**src/rtl/image_mem_reader.sv**
```systemverilog
// ---------------------------------------------------------------------------
// image_mem_reader
//
// Streams a block of bytes out of a single-read-port image memory. When start
// is accepted in IDLE it latches base_addr/length. It issues one read per
// cycle while the read pipeline has room. Each returned byte passes through a
// 2-entry skid FIFO, and the FIFO head drives a valid/ready pixel port.
//
// Optional feature: define IMG_READER_CHECKSUM_EN to add the checksum output.
// This output is the modulo-2^16 sum of the accepted pixels of the current
// transfer.
//
// Ports
//   clk        : single clock, rising edge
//   reset      : synchronous, active-high reset
//   start      : request a transfer (only looked at in IDLE)
//   base_addr  : first byte address (18 bit)
//   length     : byte count (18 bit)
//   mem_a      : read address to the image memory controller
//   mem_we     : write enable, tied low
//   mem_wd     : write data, tied low
//   mem_rd     : read data, valid one cycle after mem_a
//   px_data    : streamed pixel
//   px_valid   : px_data holds a pixel
//   px_ready   : consumer accepts the pixel
//   busy       : high in any state other than IDLE
//   done       : one-cycle pulse when a transfer completes
//   err        : one-cycle pulse after a start with an out-of-range base
//   checksum   : (IMG_READER_CHECKSUM_EN only) running pixel sum
// ---------------------------------------------------------------------------
module image_mem_reader #(
  parameter int unsigned MEM_DEPTH  = 160000,
  parameter int unsigned FIFO_DEPTH = 2
) (
  input  logic        clk,
  input  logic        reset,
  input  logic        start,
  input  logic [17:0] base_addr,
  input  logic [17:0] length,
  output logic [17:0] mem_a,
  output logic        mem_we,
  output logic [7:0]  mem_wd,
  input  logic [7:0]  mem_rd,
  output logic [7:0]  px_data,
  output logic        px_valid,
  input  logic        px_ready,
  output logic        busy,
  output logic        done,
  output logic        err
`ifdef IMG_READER_CHECKSUM_EN
  ,
  output logic [15:0] checksum
`endif
);

  typedef enum logic [1:0] {S_IDLE, S_READ, S_DRAIN, S_DONE} state_e;

  localparam logic [18:0] MEM_DEPTH_W = 19'(MEM_DEPTH);
  localparam logic [2:0]  FIFO_LIMIT  = 3'(FIFO_DEPTH);

  state_e      state_q, state_d;
  logic [17:0] base_q, len_q, idx_q, mem_a_q;
  logic        pend_q;          // a read was issued last cycle; its data is on mem_rd now
  logic        err_q;
  logic [1:0]  cnt_q;           // FIFO occupancy
  logic [7:0]  head_q, tail_q;  // head_q is the registered FIFO output

  logic        addr_ok, start_acc, pop, push, issue, last_issue;
  logic [2:0]  level;
  logic [18:0] addr_sum;
  logic [17:0] rd_addr;

  assign addr_ok    = {1'b0, base_addr} < MEM_DEPTH_W;
  assign start_acc  = (state_q == S_IDLE) && start && addr_ok;
  assign px_valid   = (cnt_q != 2'd0);
  assign px_data    = head_q;
  assign pop        = px_valid && px_ready;
  assign push       = pend_q;

  // The level counts bytes already buffered and bytes still on the way.
  // A pop in the same cycle frees a slot, so it is subtracted. The pop term
  // keeps throughput at one read per cycle despite the two-cycle round trip.
  assign level      = 3'(cnt_q) + 3'(pend_q) - 3'(pop);
  assign issue      = (state_q == S_READ) && (level < FIFO_LIMIT);
  assign last_issue = (idx_q == len_q - 18'd1);

  // Single conditional subtract in 19 bits wraps the address back to 0.
  assign addr_sum   = {1'b0, base_q} + {1'b0, idx_q};
  assign rd_addr    = 18'((addr_sum >= MEM_DEPTH_W) ? addr_sum - MEM_DEPTH_W : addr_sum);

  // State register
  always_ff @(posedge clk) begin
    // NOTE: sequential state uses non-blocking assignments so that every
    // flop samples pre-edge values, independent of process ordering.
    if (reset) state_q <= S_IDLE;
    else       state_q <= state_d;
  end

  // Next-state logic
  always_comb begin
    // NOTE: default assignment first, so no path leaves state_d unassigned
    // (which would infer a latch).
    state_d = state_q;
    case (state_q)
      S_IDLE:  if (start && addr_ok) state_d = (length == 18'd0) ? S_DONE : S_READ;
      S_READ:  if (issue && last_issue) state_d = S_DRAIN;
      // Leave once nothing is in flight and the last buffered byte is
      // either gone already or being accepted right now.
      S_DRAIN: if (!pend_q && (cnt_q == 2'd0 || (cnt_q == 2'd1 && pop))) state_d = S_DONE;
      S_DONE:  state_d = S_IDLE;
      default: state_d = S_IDLE;
    endcase
  end

  // Output logic
  always_comb begin
    busy  = (state_q != S_IDLE);
    done  = (state_q == S_DONE);
    mem_a = 18'd0;
    if (state_q != S_IDLE) mem_a = issue ? rd_addr : mem_a_q;
  end

  assign mem_we = 1'b0;
  assign mem_wd = 8'd0;
  assign err    = err_q;

  // Read issue, in-flight tracking and the 2-entry skid FIFO
  always_ff @(posedge clk) begin
    if (reset) begin
      // NOTE: the FIFO storage is reset too. px_data is required to read 0
      // after reset, and only two bytes are involved.
      base_q  <= '0;
      len_q   <= '0;
      idx_q   <= '0;
      mem_a_q <= '0;
      pend_q  <= 1'b0;
      err_q   <= 1'b0;
      cnt_q   <= '0;
      head_q  <= '0;
      tail_q  <= '0;
    end else begin
      err_q <= (state_q == S_IDLE) && start && !addr_ok;
      if (start_acc) begin
        base_q  <= base_addr;
        len_q   <= length;
        idx_q   <= '0;
        mem_a_q <= '0;
      end
      if (issue) begin
        idx_q   <= idx_q + 18'd1;
        mem_a_q <= rd_addr;
      end
      pend_q <= issue;

      case (cnt_q)
        2'd0: if (push) begin
          head_q <= mem_rd;
          cnt_q  <= 2'd1;
        end
        2'd1: begin
          if (push && pop)  head_q <= mem_rd;
          else if (push) begin
            tail_q <= mem_rd;
            cnt_q  <= 2'd2;
          end else if (pop) cnt_q <= 2'd0;
        end
        // Full: the issue throttle guarantees no push arrives without a pop.
        default: if (pop) begin
          head_q <= tail_q;
          if (push) tail_q <= mem_rd;
          else      cnt_q  <= 2'd1;
        end
      endcase
    end
  end

`ifdef IMG_READER_CHECKSUM_EN
  logic [15:0] sum_q;

  always_ff @(posedge clk) begin
    if (reset)          sum_q <= '0;
    else if (start_acc) sum_q <= '0;
    else if (pop)       sum_q <= sum_q + {8'd0, px_data};
  end

  assign checksum = sum_q;
`endif

endmodule
```
**config.mk**
```make
export PLATFORM = sky130hd
export DESIGN_NAME = image_mem_reader
export DESIGN_NICKNAME = d
export VERILOG_FILES = /design/src/rtl/image_mem_reader.sv
export SDC_FILE = /design/constraint.sdc
export NUM_CORES = 1
export LEC_CHECK = 0
export ABC_AREA = 1
export BUFFER_PORTS_ARGS = -buffer_cell sky130_fd_sc_hd__buf_2
export CORE_AREA = 2 2 88 132
export CTS_CLUSTER_DIAMETER = 50
export DETAILED_ROUTE_END_ITERATION = 10
export DIE_AREA = 0 0 90 134
export GPL_ROUTABILITY_DRIVEN = 0
export PLACE_DENSITY_LB_ADDON = 0.12
export SYNTH_ARGS = -nofsm -noshare
export SYNTH_HDL_FRONTEND = slang
export SYNTH_SLANG_ARGS = --single-unit
```
**constraint.sdc**
```tcl
create_clock -name clk -period 4.2 [get_ports clk]
set_input_delay 0.63 -clock clk [delete_from_list [all_inputs] [get_ports clk]]
set_output_delay 0.63 -clock clk [all_outputs]
set_load 0.005 [all_outputs]
```
==> flow_summary.ini, run 1 <==
[status]
run_status = completed

[global_routing]
overflow = 0
grt_max_degree = 49
first_global_vias = 6102
antenna_found_initial = 1
global_route.usage.total_pct = 28.4
wire_length_of_the_first_global_routing_pass_mm = 27.7

[power_and_ir_drop]
share_seq_of_total_power_pct = 32.9
total_switching_power_w = 0.00136
vdd.ir_drop.worst_v = 0.000396
power_switching_share_pct = 39.5
share_comb_of_total_power_pct = 41.0
power_per_cell_area_nw_per_um2 = 471
power.total_w = 0.00344
fraction_of_power_consumed_by_the_clock_network_pct = 26.2
p_int_w = 0.00208
p_leak_nw = 3.48

[clock_tree]
cts_buffers = 9
worstSkewPairLatency_ps = 350
cts.sinks = 94
cts-root-buf = sky130_fd_sc_hd__clkbuf_16
cts.reportedPaths.clkPinSlew_ps = 70
cts_tree = built
cts_buffer_depth = 2
cts_htree_levels = 3

[detailed_routing]
drt_drc_violations_left = 0
wl_mm = 17.3
routed.top_layer = met5
initial_drt_pass_iterations = 5
wire_per_inst_um = 14.2
routed-wl-met3_um = 690
met2WireLength_mm = 9.16
detailedRoute.firstIterationViolations = 302
dr_total_vias = 6540
antenna_violation_net_count_after_detailed_routing = 0
via_per_inst = 5.40
wirelength_met1_mm = 6.32

[synthesis]
ys_types = 41
postSynthAreaPerCell_um2 = 6.39
synth_async_sr_flop_share_pct = 0
dominant_register_cell_in_the_synthesized_netlist = sky130_fd_sc_hd__dfxtp_1
synth.cell_area_um2 = 6270
synth-edff-count = 0
ys_ff_latch = 94
synth_cells = 982
synth.yosys.warnings = 0
share_of_synthesized_area_occupied_by_flip_flops_and_latches_pct = 30.0

[timing]
max_freq_mhz = 242
relSlewSlack_pct = 52.0
worst_clock_skew_ps = 7.49
layout_min_cycle_time_ps = 4130
hold_viol_final = 0
report.final.setup_viol = 0
final_max_slew_viol_count = 0
rsz0062_at_grt = yes
transition_at_the_pin_with_the_smallest_max_transition_slack_ps = 719
fin_crit_sh_pct = 98.4

[cells_and_area]
area_delta_synth_final_pct = 16.4
insertedDiodeCount = 0
drive_gt1_share_pct = 16.0
final-seq-area_um2 = 1890
final_cell_count_no_fill = 1212
multiInputGateArea_um2 = 3930
fill_cells = 1063
finalNetCount = 1138

[die]
start_util_pct = 57.3
floorplan.core_area_um2 = 10900
design.portCount = 87
die_x_um = 90
floorplan.die_area_um2 = 12100
die_height_um = 134
placementRows = 47

[placed_design]
dp.final_hpwl_mm = 12.9
io_buffer_count = 77
placedCellCount = 1185

[setup_path]
crit_end_category = output port
setup.worst_path.start_class = flop
critPathArrivalTime_ps = 3500
setup.worst_path.class = reg -> out
cp_data_required_time_ps = 3570
crit_fanout = 5

[worst_hold_path]
hold_class = reg -> reg

[run]
cap_viol_max_count = 0
## power groups by stage
| stage | registers, W | logic [W] | clock network, W |
|---|---|---|---|
| global placement | 0.00114 | 0.00133 | 0 |
| detailed placement | 0.00114 | 0.00134 | 0 |
| finish | 0.00113 | 0.00141 | 0.000899 |
| global route | 0.00115 | 0.00158 | 0.000938 |
| CTS | 0.00113 | 0.00136 | 0.000907 |
| floorplan | 0.00112 | 0.00100 | 0 |
## metrics by stage
| step | utilization, % | setup WS [ps] | TNS (ps) | instance area [um^2] | hold WS, ps |
|---|---|---|---|---|---|
| 2_1_floorplan | - | 572 | 0 | 6300 | 441 |
| 3_3_place_gp | 61.9 | 184 | 0 | 6770 | 450 |
| 3_5_place_dp | 61.9 | 152 | 0 | 6770 | 452 |
| 5_1_grt | 66.7 | -149 | -1210 | 7300 | 488 |
| 4_1_cts | 65.3 | 20.4 | 0 | 7140 | 463 |
| 6_report | 66.7 | 69.2 | 0 | 7300 | 462 |
## per-layer routing
metal  vias to the layer above  GRT usage (%)
li1                       3338              -
met1                      2928           27.9
met2                       197           54.7
met3                        75           4.44
met4                         2           17.9
met5                         -              0
## flip-flops by register name, indices dropped and copies added, names as in the netlist
| name | flops |
|---|---|
| cnt_q | 2 |
| idx_q | 18 |
| err | 1 |
| pend_q | 1 |
| mem_a_q | 18 |
| state_q | 2 |
| len_q | 18 |
| tail_q | 8 |
| px_data | 8 |
| base_q | 18 |
## cell type report
type                       instances  area share, %
multi-input combinational        746           53.9
sequential                        94           25.9
timing repair buffer              98           7.54
inverter                         111           5.71
clock buffer                      11           3.33
tap                              147           2.52
clock inverter                     5           1.11
## worst paths after layout
| path | startpoint | cells past startpoint | slack [ps] | endpoint |
|---|---|---|---|---|
| worst max-delay path | idx_q[0]$_SDFFE_PP0P_ | 24 | 70 | mem_a[14] |
| worst min-delay path | mem_a_q[4]$_SDFFE_PP0P_ | 2 | 460 | mem_a_q[4]$_SDFFE_PP0P_ |
| worst min register to register | mem_a_q[4]$_SDFFE_PP0P_ | 2 | 460 | mem_a_q[4]$_SDFFE_PP0P_ |
| worst max register to register | idx_q[0]$_SDFFE_PP0P_ | 25 | 1010 | mem_a_q[17]$_SDFFE_PP0P_ |
## cell usage in the layout (no fill, tap or decap), drive strengths merged, types with 2 or more instances in the layout
cell type	instances
nor4	7
and3	2
ha	28
inv	112
fa	2
o21ai	68
buf	98
nand3b	7
a31oi	11
a21oi	82
nand4	19
nor3	13
xnor2	6
bufinv	2
dfxtp	94
nand2	250
clkbuf	11
nand3	53
conb	9
nor2	148
xnor3	3
xor2	23
o22ai	2
a211oi	5
## logic make-up (layout without fill, tap and decap cells)
kind of cell,count (synthesis),in the layout,synth area share [%]
buffers and inverters,151,225,9.60
and+or+nand+nor,500,501,33.9
AOI/OAI and AO/OA,173,173,14.9
other,1,9,0.0598
xor gates and xnor gates,32,32,5.13
DFF,94,94,30.0
adders and majority gates,30,30,6.23
muxes,1,1,0.180
## critical path, cell delays in order, from the launching register on
cell	delay, ps
sky130_fd_sc_hd__dfxtp_2	360
sky130_fd_sc_hd__ha_4	160
sky130_fd_sc_hd__inv_2	40
sky130_fd_sc_hd__fa_2	360
sky130_fd_sc_hd__inv_2	80
sky130_fd_sc_hd__nand2_2	50
sky130_fd_sc_hd__nand2_2	80
sky130_fd_sc_hd__nand3_2	90
sky130_fd_sc_hd__nand3b_1	120
sky130_fd_sc_hd__nand2_2	80
sky130_fd_sc_hd__inv_2	80
sky130_fd_sc_hd__ha_4	120
sky130_fd_sc_hd__and3_4	170
sky130_fd_sc_hd__nand3_2	80
sky130_fd_sc_hd__nor2_2	120
sky130_fd_sc_hd__nand3_1	70
sky130_fd_sc_hd__nor2_1	100
sky130_fd_sc_hd__nand2_1	50
sky130_fd_sc_hd__nor2_1	120
sky130_fd_sc_hd__nand3_2	180
sky130_fd_sc_hd__buf_6	190
sky130_fd_sc_hd__nand4_1	60
sky130_fd_sc_hd__nand3_1	120
sky130_fd_sc_hd__a21oi_1	150
sky130_fd_sc_hd__buf_2	120
## synthesized netlist by cell type (2+ instances only)
master	count	area, um^2
sky130_fd_sc_hd__a21oi_2	2	17.5
sky130_fd_sc_hd__o22ai_1	2	12.5
sky130_fd_sc_hd__fa_1	2	40.0
sky130_fd_sc_hd__nand3_1	49	245
sky130_fd_sc_hd__xnor3_1	3	67.6
sky130_fd_sc_hd__nand4_1	19	119
sky130_fd_sc_hd__clkbuf_1	29	109
sky130_fd_sc_hd__inv_1	111	417
sky130_fd_sc_hd__nor2_2	3	18.8
sky130_fd_sc_hd__buf_4	9	67.6
sky130_fd_sc_hd__nor4_1	7	43.8
sky130_fd_sc_hd__nand2_1	239	897
sky130_fd_sc_hd__nand3b_1	7	52.6
sky130_fd_sc_hd__xor2_1	23	201
sky130_fd_sc_hd__nor3_1	12	60.1
sky130_fd_sc_hd__a31oi_1	11	68.8
sky130_fd_sc_hd__and3_1	2	12.5
sky130_fd_sc_hd__dfxtp_1	94	1880
sky130_fd_sc_hd__nor2_1	145	544
sky130_fd_sc_hd__xnor2_1	6	52.6
sky130_fd_sc_hd__a211oi_1	5	37.5
sky130_fd_sc_hd__ha_1	28	350
sky130_fd_sc_hd__nand3_2	2	20.0
sky130_fd_sc_hd__o21ai_0	68	340
sky130_fd_sc_hd__a21oi_1	79	395
sky130_fd_sc_hd__nand2_2	10	62.6
## repair_timing
action / 4_1_cts / 5_1_grt
gates cloned: 1 / 0
setup endpoints to repair: 10 / 10
gates resized for setup: 7 / 29
setup buffers: 2 / 8
hold buffers: 0 / 0
pin swaps: 1 / 13
Note: power is estimated with default switching activity, not from simulation.
==> inputs of run 2 (changes only) <==
PLACE_DENSITY = 0.85   (was unset)
PLACE_DENSITY_LB_ADDON = unset   (was 0.12)
==> flow_summary.ini, run 2 (same netlist as run 1, synthesis figures left out) <==
[status]
run_status = completed

[setup_path]
setup.worst_path.class = reg -> out
cp_data_required_time_ps = 3570
critPathArrivalTime_ps = 3390
crit_fanout = 5
crit_end_category = output port
setup.worst_path.start_class = flop

[die]
floorplan.die_area_um2 = 12100
start_util_pct = 57.3
design.portCount = 87
floorplan.core_area_um2 = 10900
die_x_um = 90
die_height_um = 134
placementRows = 47

[placed_design]
dp.final_hpwl_mm = 11.8
placed_cell_area_um2 = 6770
placedCellCount = 1185
io_buffer_count = 77

[detailed_routing]
dr_total_vias = 6672
wl_mm = 16.9
antenna_violation_net_count_after_detailed_routing = 0
via_per_inst = 5.52
wire_per_inst_um = 14.0
initial_drt_pass_iterations = 6
detailedRoute.firstIterationViolations = 480
drt_drc_violations_left = 0

[cells_and_area]
final_cell_area_um2 = 7330
mostFrequentLayoutCell = sky130_fd_sc_hd__nand2_1
utilization_pct = 67.0
final_cell_count_no_fill = 1208
drive_gt1_share_pct = 15.5
area_delta_synth_final_pct = 16.9
insertedDiodeCount = 0
finalNetCount = 1134
final_cell_mix = sky130_fd_sc_hd__nand2_1 (235), sky130_fd_sc_hd__nor2_1 (143), sky130_fd_sc_hd__inv_1 (109)

[global_routing]
global_route.usage.total_pct = 27.0
first_global_vias = 6195
grt_max_degree = 61
grt_use_met3_pct = 3.71
global_route.peak_usage_layer = met2
use_met2_pct = 51.8
global_route_track_usage_on_met1_pct = 28.3
antenna_found_initial = 0
wire_length_of_the_first_global_routing_pass_mm = 26.9
overflow = 0

[timing]
worst_clock_skew_ps = 5.43
final_max_slew_viol_count = 0
relSlewSlack_pct = 51.0
report.final.setup_viol = 0
max_freq_mhz = 249
hold_viol_final = 0
fin_crit_sh_pct = 95.8
layout_min_cycle_time_ps = 4020
transition_at_the_pin_with_the_smallest_max_transition_slack_ps = 729
finalSetupTns_ps = 0

[clock_tree]
cts_tree = built
cts-root-buf = sky130_fd_sc_hd__clkbuf_16
cts_buffers = 9
cts.reportedPaths.clkPinSlew_ps = 70
cts_buffer_depth = 2
cts.sinks = 94
worstSkewPairLatency_ps = 360
cts_htree_levels = 3
postCtsHoldBufs = 0

[power_and_ir_drop]
p_leak_nw = 3.45
power.total_w = 0.00348
power_per_cell_area_nw_per_um2 = 476
vdd.ir_drop.worst_v = 0.000286

[worst_hold_path]
hold_class = reg -> reg

[run]
cap_viol_max_count = 0
[run 2: where the power goes]
group          total [W]  switching [W]  internal, W
sequential       0.00114       0.000113      0.00103
combinational    0.00143       0.000903     0.000523
clock           0.000919       0.000388     0.000532
[run 2: path summary, 6_finish.rpt]
path                           start                 endpoint  slack [ps]  cells past startpoint
max            idx_q[4]$_SDFFE_PP0P_                mem_a[10]         180                     21
min          mem_a_q[4]$_SDFFE_PP0P_  mem_a_q[4]$_SDFFE_PP0P_         460                      2
max reg2reg    cnt_q[1]$_SDFFE_PP0P_   idx_q[16]$_SDFFE_PP0P_         920                     14
min reg2reg  mem_a_q[4]$_SDFFE_PP0P_  mem_a_q[4]$_SDFFE_PP0P_         460                      2
[run 2: final cells by class]
cell class,count,area (um^2)
Inverter,111,417
Tap cell,147,184
Clock inverter,7,105
Fill cell,973,3610
Timing Repair Buffer,93,509
Sequential cell,94,1890
Multi-Input combinational cell,747,4000
Clock buffer,9,225
[run 2: routing by layer]
layer | vias to the layer above | part of all wire (%)
li1 | 3321 | -
met1 | 3021 | 37
met2 | 254 | 53
met3 | 76 | 5.3
met4 | 0 | 4.2
met5 | - | 0
[run 2: critical path: stages (launching register included)]
cell and delay [ps]:
sky130_fd_sc_hd__dfxtp_1 380, sky130_fd_sc_hd__ha_4 330, sky130_fd_sc_hd__nand2_1 70, sky130_fd_sc_hd__nor2_1 190, sky130_fd_sc_hd__nand3_1 150, sky130_fd_sc_hd__nand3_2 120
sky130_fd_sc_hd__nand2_1 70, sky130_fd_sc_hd__nand2_2 110, sky130_fd_sc_hd__ha_1 160, sky130_fd_sc_hd__and3_1 150, sky130_fd_sc_hd__nand3_1 70, sky130_fd_sc_hd__nor2_1 80
sky130_fd_sc_hd__nand3_1 70, sky130_fd_sc_hd__nor2_1 100, sky130_fd_sc_hd__nand2_1 90, sky130_fd_sc_hd__nor2_4 170, sky130_fd_sc_hd__nand3_4 140, sky130_fd_sc_hd__buf_6 150
sky130_fd_sc_hd__nand4_1 80, sky130_fd_sc_hd__nand3_2 100, sky130_fd_sc_hd__a21oi_2 130, sky130_fd_sc_hd__buf_2 110
[run 2: through the flow]
stage / hold WS [ps] / setup slack, ps
after CTS: 467 / 23.0
final: 464 / 177
after detailed placement: 456 / 266
after floorplan: 441 / 572
after global placement: 448 / 352
after global routing: 483 / -17.8
[run 2: timing repair]
item,in CTS,in global routing
gates cloned,1,1
setup buffers,0,5
gates resized for setup,5,33
endpoints found under the setup margin,10,10
pin swaps,1,7
==> inputs of run 3 (changes only) <==
CORE_AREA = 2 2 107 109   (was 2 2 88 132)
DIE_AREA = 0 0 109 111   (was 0 0 90 134)
==> flow_summary.ini, run 3 (same netlist as run 1, synthesis figures left out) <==
[status]
run_status = completed

[detailed_routing]
wl_mm = 15.7
via_per_inst = 5.45
wire_per_inst_um = 13.0
drt_drc_violations_left = 0
antenna_violation_net_count_after_detailed_routing = 0
initial_drt_pass_iterations = 5
detailedRoute.firstIterationViolations = 353
dr_total_vias = 6573

[global_routing]
overflow = 0
global_route.usage.total_pct = 25.9
grt_max_degree = 61
first_global_vias = 5768
wire_length_of_the_first_global_routing_pass_mm = 25.4
antenna_found_initial = 0

[setup_path]
crit_fanout = 6
worst-r2r-setup-slack_ps = 1220
cp_data_required_time_ps = 3570
number_of_cells_on_the_worst_reg_to_reg_path = 14
setup.worst_path.start_class = flop
worstReg2RegEnd = idx_q[17]$_SDFFE_PP0P_
cp_slowest_stage_delay_ps = 370
setup.worst_path.class = reg -> out
crit_slowest_cell = sky130_fd_sc_hd__fa_2
r2r-start = cnt_q[0]$_SDFFE_PP0P_
crit_end_category = output port
critPathArrivalTime_ps = 3370
critical_path.most_common_cell = sky130_fd_sc_hd__nand2_2

[placed_design]
io_buffer_count = 77
dp.final_hpwl_mm = 11.5
placed_cell_area_um2 = 6760
pre_cts_slack_ps = 294

[cells_and_area]
insertedDiodeCount = 0
area_delta_synth_final_pct = 16.4
utilization_pct = 65.9
drive_gt1_share_pct = 15.9
fill_cells = 955
final_cell_area_um2 = 7300
finalNetCount = 1137
mostFrequentLayoutCell = sky130_fd_sc_hd__nand2_1
final_cell_mix = sky130_fd_sc_hd__nand2_1 (233), sky130_fd_sc_hd__nor2_1 (143), sky130_fd_sc_hd__inv_1 (108)

[timing]
report.final.setup_viol = 0
worst_slack_ps = 199
relSlewSlack_pct = 43.1
fin_crit_sh_pct = 95.3
layout_min_cycle_time_ps = 4000
max_freq_mhz = 250
finalSetupTns_ps = 0
final_max_slew_viol_count = 0
hold_viol_final = 0
worst_clock_skew_ps = 8.93
transition_at_the_pin_with_the_smallest_max_transition_slack_ps = 854
rsz0062_at_grt = yes

[clock_tree]
cts.sinks = 94
cts_buffers = 9
cts_buffer_depth = 2
cts_htree_levels = 3
cts.reportedPaths.clkPinSlew_ps = 70
cts-root-buf = sky130_fd_sc_hd__clkbuf_16
cts_tree = built
worstSkewPairLatency_ps = 360

[worst_hold_path]
min-delay-start = mem_a_q[5]$_SDFFE_PP0P_
hold_path_depth = 2
hold-path-endpoint = mem_a_q[5]$_SDFFE_PP0P_
hold_class = reg -> reg

[die]
die_x_um = 109
start_util_pct = 56.6
floorplan.die_area_um2 = 12100
floorplan.core_area_um2 = 11100
design.portCount = 87
placementRows = 39
die_height_um = 111

[power_and_ir_drop]
p_leak_nw = 3.44
power_per_cell_area_nw_per_um2 = 457
vdd.ir_drop.worst_v = 0.000370

[run]
cap_viol_max_count = 0
==> run 3: what timing repair did <==
action                     in CTS  in global routing
setup endpoints to repair      10                 10
pin swaps                       1                 13
gates resized for setup         4                 37
hold buffers                    0                  0
gates cloned                    1                  1
setup buffers                   0                  8
==> run 3: through the flow <==
stage	hold slack [ps]	std cells	total power, W
2_1_floorplan	441	990	0.00213
3_3_place_gp	449	1181	0.00244
3_5_place_dp	456	1181	0.00246
4_1_cts	467	1198	0.00327
5_1_grt	481	1207	0.00359
6_report	465	1207	0.00333
==> run 3: worst max path at each step <==
stage,start,end,depth (start not counted)
floorplan,px_ready,mem_a[10],13
global placement,base_q[0]$_SDFFE_PP0P_,mem_a[17],25
detailed placement,base_q[0]$_SDFFE_PP0P_,mem_a[17],25
CTS,base_q[0]$_SDFFE_PP0P_,mem_a[14],25
global route,idx_q[0]$_SDFFE_PP0P_,mem_a[17],25
finish,idx_q[0]$_SDFFE_PP0P_,mem_a[17],25
==> run 3: area by class of cell <==
type / count / area [um^2] / area share (%)
timing repair buffer: 96 / 528 / 7.23
multi-input combinational: 747 / 4000 / 54.8
tap: 143 / 179 / 2.45
sequential: 94 / 1890 / 25.9
clock inverter: 7 / 62.6 / 0.857
inverter: 111 / 417 / 5.71
clock buffer: 9 / 225 / 3.09
==> run 3: worst max-delay path, delay by kind of cell (launching register included) <==
family | cells | cell delay, ps
compound gates | 1 | 120
fa+ha+maj | 3 | 640
buf+inv | 4 | 310
simple gates | 17 | 1600
flops | 1 | 350
==> run 3: report_power, final <==
| group | internal (W) | switching, W |
|---|---|---|
| Sequential | 0.00103 | 0.000113 |
| Clock | 0.000415 | 0.000389 |
| Combinational | 0.000527 | 0.000862 |
==> run 3: routing by layer <==
layer	vias up	wire length, um	part of all wire, %	global-route usage [%]
met5	-	0	0	0
li1	3335	-	-	-
met4	0	563	3.6	12.2
met3	46	778	5.0	3.59
met1	2962	6640	42	31.6
met2	230	7700	49	44.2
